===== src/rtl/add_accum_stage.sv =====
// add_accum_stage: accumulates a stream of wide-add sums into a framed
// total, holding each result until downstream accepts it.
module add_accum_stage #(
    parameter int IN_W  = 47,
    parameter int ACC_W = 64,
    parameter int CNT_W = 16
) (
    input  logic             clk,
    input  logic             rst_n,
    input  logic             clear,
    input  logic             in_valid,
    output logic             in_ready,
    input  logic [IN_W-1:0]  in_data,
    input  logic             in_last,
    output logic             out_valid,
    input  logic             out_ready,
    output logic [ACC_W-1:0] out_sum,
    output logic [CNT_W-1:0] out_count,
    output logic             out_ovf
);

    typedef enum logic {
        ACCUM,
        HOLD
    } state_t;

    state_t           state;
    state_t           state_nx;
    logic [ACC_W-1:0] acc;
    logic [ACC_W-1:0] acc_nx;
    logic [CNT_W-1:0] cnt;
    logic [CNT_W-1:0] cnt_nx;
    logic             ovf;
    logic             ovf_nx;
    logic [ACC_W:0]   add_full;
    logic             cnt_full;

    // Extra top bit of the sum captures the carry out of the accumulator.
    always_comb begin
        add_full = {1'b0, acc} + (ACC_W + 1)'(in_data);
        cnt_full = &cnt;
    end

    // Next-state, handshake outputs and accumulator update.
    always_comb begin
        state_nx  = state;
        acc_nx    = acc;
        cnt_nx    = cnt;
        ovf_nx    = ovf;
        in_ready  = (state == ACCUM);
        out_valid = (state == HOLD);
        unique case (state)
            ACCUM: begin
                if (clear) begin
                    acc_nx = '0;
                    cnt_nx = '0;
                    ovf_nx = 1'b0;
                end else if (in_valid) begin
                    acc_nx = add_full[ACC_W-1:0];
                    if (!cnt_full) begin
                        cnt_nx = cnt + CNT_W'(1);
                    end
                    ovf_nx = ovf | add_full[ACC_W] | cnt_full;
                    if (in_last) begin
                        state_nx = HOLD;
                    end
                end
            end
            HOLD: begin
                if (out_ready) begin
                    state_nx = ACCUM;
                    acc_nx   = '0;
                    cnt_nx   = '0;
                    ovf_nx   = 1'b0;
                end
            end
            default: state_nx = ACCUM;
        endcase
    end

    // State and frame registers; reset overrides everything else.
    always_ff @(posedge clk) begin
        if (!rst_n) begin
            state <= ACCUM;
            acc   <= '0;
            cnt   <= '0;
            ovf   <= 1'b0;
        end else begin
            state <= state_nx;
            acc   <= acc_nx;
            cnt   <= cnt_nx;
            ovf   <= ovf_nx;
        end
    end

    assign out_sum   = acc;
    assign out_count = cnt;
    assign out_ovf   = ovf;

endmodule


===== config.mk =====
export PLATFORM = sky130hd
export DESIGN_NAME = add_accum_stage
export DESIGN_NICKNAME = d
export VERILOG_FILES = /design/src/rtl/add_accum_stage.sv
export SDC_FILE = /design/constraint.sdc
export NUM_CORES = 1
export LEC_CHECK = 0
export CAP_MARGIN = 20
export CORE_ASPECT_RATIO = 0.7
export CORE_MARGIN = 2
export CORE_UTILIZATION = 49
export DETAILED_ROUTE_END_ITERATION = 6
export PLACE_DENSITY = 0.9
export SYNTH_ARGS = -nofsm -noshare
export SYNTH_HDL_FRONTEND = slang
export SYNTH_SLANG_ARGS = --single-unit

===== constraint.sdc =====
create_clock -name clk -period 4.2 [get_ports clk]
set_clock_uncertainty 0.05 [all_clocks]
set_input_delay 1.26 -clock clk [delete_from_list [all_inputs] [get_ports clk]]
set_output_delay 1.26 -clock clk [all_outputs]
set_load 0.05 [all_outputs]

==> impl_metrics.json, run 1 <==
{
  "grt_overflow": 0,
  "async_flop_share_pct": 0,
  "r2r.worst_path.cells": 10,
  "cts-root-buf": "clkbuf_16",
  "fin_crit_ps": 4070,
  "tns_ps": 0,
  "insertion_delay_ps": 340,
  "clock-sinks": 82,
  "avgSynthCellArea_um2": 7.75,
  "clockBufferDepth": 2,
  "syn_area_um2": 6170,
  "ios": 136,
  "min_from": "out_sum[27]",
  "synth_nets": 899,
  "vias": 6914,
  "arrival_ps": 4240,
  "grt_pass1_wl_um": 31800,
  "dieWidth_um": 138,
  "dr.pass1.iters": 5,
  "drive_above_1_share_pct": 12.2,
  "hpwlAfterDp_um": 14500,
  "cts_tree": "yes",
  "htreeDepth": 3,
  "start_util_pct": 49.9,
  "setup_viol": 0,
  "hold_end": "out_sum[27]",
  "syn_to_final_growth_pct": 36.2,
  "wirelength_um": 19500,
  "antenna_found_initial": 0,
  "grt_max_degree": 26,
  "hold_violations": 0,
  "status": "completed",
  "irDropWorstVdd_mv": 0.208,
  "fin_hold_ws_ps": 425,
  "synth_seq_cells": 82,
  "synthFlopType": "dfxtp_1",
  "cts_buffers": 9,
  "cp-end-kind": "register",
  "r2r-end": "out_sum[61]",
  "grt_pass1_vias": 6485,
  "final_net_count": 1081,
  "slew_violations": 0,
  "critPathKind": "input pin to register",
  "worstPathRequired_ps": 4370,
  "io_buffers": 135,
  "max_freq_ghz": 0.246,
  "max_slew_margin_pct": 54.2,
  "rows": 34,
  "postSynthCellCount": 797,
  "fin_util_pct": 68.0,
  "place_congestion": 0.939,
  "p_leak_nw": 3.32,
  "via_per_inst": 6.03,
  "die_h_um": 97.9,
  "start_kind": "input pin",
  "first_iter_violations": 672,
  "route.detailed.drc": 0,
  "fin_crit_sh_pct": 96.8,
  "cts.reportedPaths.clkPinSlew_ps": 60,
  "hold_path_class": "register to register",
  "worst_pin_slew_ps": 686,
  "yosys_warnings": 0,
  "diodes": 0,
  "avgRoutedWirePerCell_um": 17.0,
  "p_total_w": 0.00241,
  "cts_setup_buffers": 0,
  "p_per_area_nw_per_um2": 286,
  "hold_depth": 2,
  "grtUsageTotal_pct": 27.9,
  "core-area_um2": 12400,
  "critical_path.max_fanout": 5,
  "antenna_left": 0,
  "r2r_slack_ps": 1150,
  "rsz0062_at_grt": "true",
  "synthDistinctLibCells": 68,
  "ys_seq_area_share_pct": 26.6,
  "synth_edf_count": 0,
  "die-area_um2": 13500,
  "maxCapViolations": 0,
  "r2r_start": "out_sum[4]"
}
-- synth_stat cells, drive strengths merged (3+ instances only) --
cell type | count | area [µm²]
xor2 | 15 | 131
a31oi | 13 | 81.3
nor3 | 17 | 85.1
nand4 | 17 | 106
nand2b | 3 | 18.8
inv | 18 | 67.6
o2111ai | 5 | 61.3
o211ai | 6 | 45.0
buf | 9 | 62.6
a311oi | 9 | 78.8
or4 | 3 | 22.5
or2 | 7 | 43.8
a32oi | 3 | 26.3
a211oi | 8 | 60.1
nor2b | 27 | 169
clkbuf | 26 | 119
o21ai | 54 | 270
a21o | 17 | 128
mux2i | 3 | 30.0
dfxtp | 82 | 1640
or3 | 13 | 87.6
a221o | 3 | 30.0
a21boi | 6 | 45.0
xnor2 | 27 | 236
a22oi | 18 | 135
ha | 48 | 601
a21oi | 81 | 409
nor2 | 58 | 220
and3 | 16 | 103
o21bai | 7 | 52.6
nand2 | 101 | 382
and2 | 4 | 25.0
a221oi | 4 | 41.3
nand3 | 25 | 125
a41oi | 3 | 26.3
o21a | 8 | 60.1
o31a | 3 | 26.3
nor4 | 3 | 25.0
o31ai | 10 | 88.8
-- what timing repair did --
item / CTS / global route
gates resized for setup: 0 / 6
endpoints found under the setup margin: 0 / 15
hold buffers: 0 / 0
-- cell families (layout without fill, tap and decap cells) --
family	after synthesis	in the layout	synth area share, %
buf+inv	54	241	4.17
flops	82	82	26.6
fa+ha+maj	49	49	10.1
simple gates	298	298	23.4
compound gates	269	269	29.3
xor+xnor	42	42	5.96
mux	3	3	0.486
-- cell type report --
cell class / count / area, µm²
well taps: 162 / 203
repair buffers: 207 / 1890
flip-flops and latches: 82 / 1640
multi-input cells: 661 / 4300
inverters: 18 / 67.6
clock inverters: 6 / 72.6
clock buffers: 10 / 239
fillers: 962 / 3970
-- power by group --
group	total (W)	switching (W)	internal (W)
registers	0.000829	0.0000255	0.000804
clock network	0.000840	0.000355	0.000485
logic	0.000739	0.000429	0.000310
total	0.00241	0.000809	0.00160
-- metrics by stage --
| step | setup slack (ps) | instance area, µm² | cells |
|---|---|---|---|
| finish | 133 | 8410 | 1146 |
| floorplan | 380 | 6170 | 797 |
| global placement | -128 | 8080 | 1130 |
| CTS | 112 | 8390 | 1146 |
| global route | -19.8 | 8410 | 1146 |
| detailed placement | -228 | 8080 | 1130 |
-- how the worst max path moves through the flow --
stage / startpoint / endpoint / slack [ps]
3_5_place_dp: in_data[8] / out_sum[61] / -230
4_1_cts: in_data[8] / out_sum[61] / 110
5_1_grt: in_data[0] / out_sum[38] / -20
2_1_floorplan: in_data[0] / out_ovf / 380
6_report: in_data[0] / out_sum[38] / 130
3_3_place_gp: in_data[0] / out_sum[24] / -130
-- per-layer routing --
layer	routed length, µm	GRT usage (%)	vias up	part of all wire, %
met5	0	0	-	0
li1	-	-	3303	-
met3	1780	5.74	27	9.1
met4	327	7.30	0	1.7
met2	8380	42.8	360	43
met1	8970	40.2	3224	46
-- cell usage in the layout (no fill, tap or decap), types with 8 or more instances in the layout --
| cell | count |
|---|---|
| clkdlybuf4s50_1 | 135 |
| nand2_1 | 100 |
| dfxtp_1 | 82 |
| a21oi_1 | 80 |
| buf_4 | 72 |
| nor2_1 | 57 |
| o21ai_0 | 48 |
| ha_1 | 48 |
| nor2b_1 | 27 |
| xnor2_1 | 27 |
| nand3_1 | 25 |
| inv_1 | 18 |
| a22oi_1 | 18 |
| nor3_1 | 17 |
| nand4_1 | 17 |
| a21o_1 | 17 |
| xor2_1 | 15 |
| and3_1 | 14 |
| a31oi_1 | 12 |
| o31ai_1 | 9 |
| a311oi_1 | 9 |
| clkbuf_16 | 9 |
| o21a_1 | 8 |
| or3_1 | 8 |
-- critical path, stage by stage --
cell and delay (ps):
clkdlybuf4s50_1 410, ha_1 230, fa_1 410, a21o_1 190, a221o_1 320, o2111ai_2 190
buf_4 170, o31a_1 200, o21ai_1 230, buf_4 210, o2111ai_1 170, o31a_1 160
a31oi_1 80
-- flip-flops by register name (all words and copies together), names as in the netlist --
signal     flops
out_sum       64
out_count     16
out_ovf        1
out_valid      1
(Power assumes the default switching activity.)
==> run 2: changes to the inputs <==
--- a/config.mk
+++ b/config.mk
@@ -5,7 +5,6 @@
 export SDC_FILE = /design/constraint.sdc
 export NUM_CORES = 1
 export LEC_CHECK = 0
-export CAP_MARGIN = 20
 export CORE_ASPECT_RATIO = 0.7
 export CORE_MARGIN = 2
 export CORE_UTILIZATION = 49
==> results of run 2 <==
No change in the layout: final DEF, timing and power equal those of run 1.
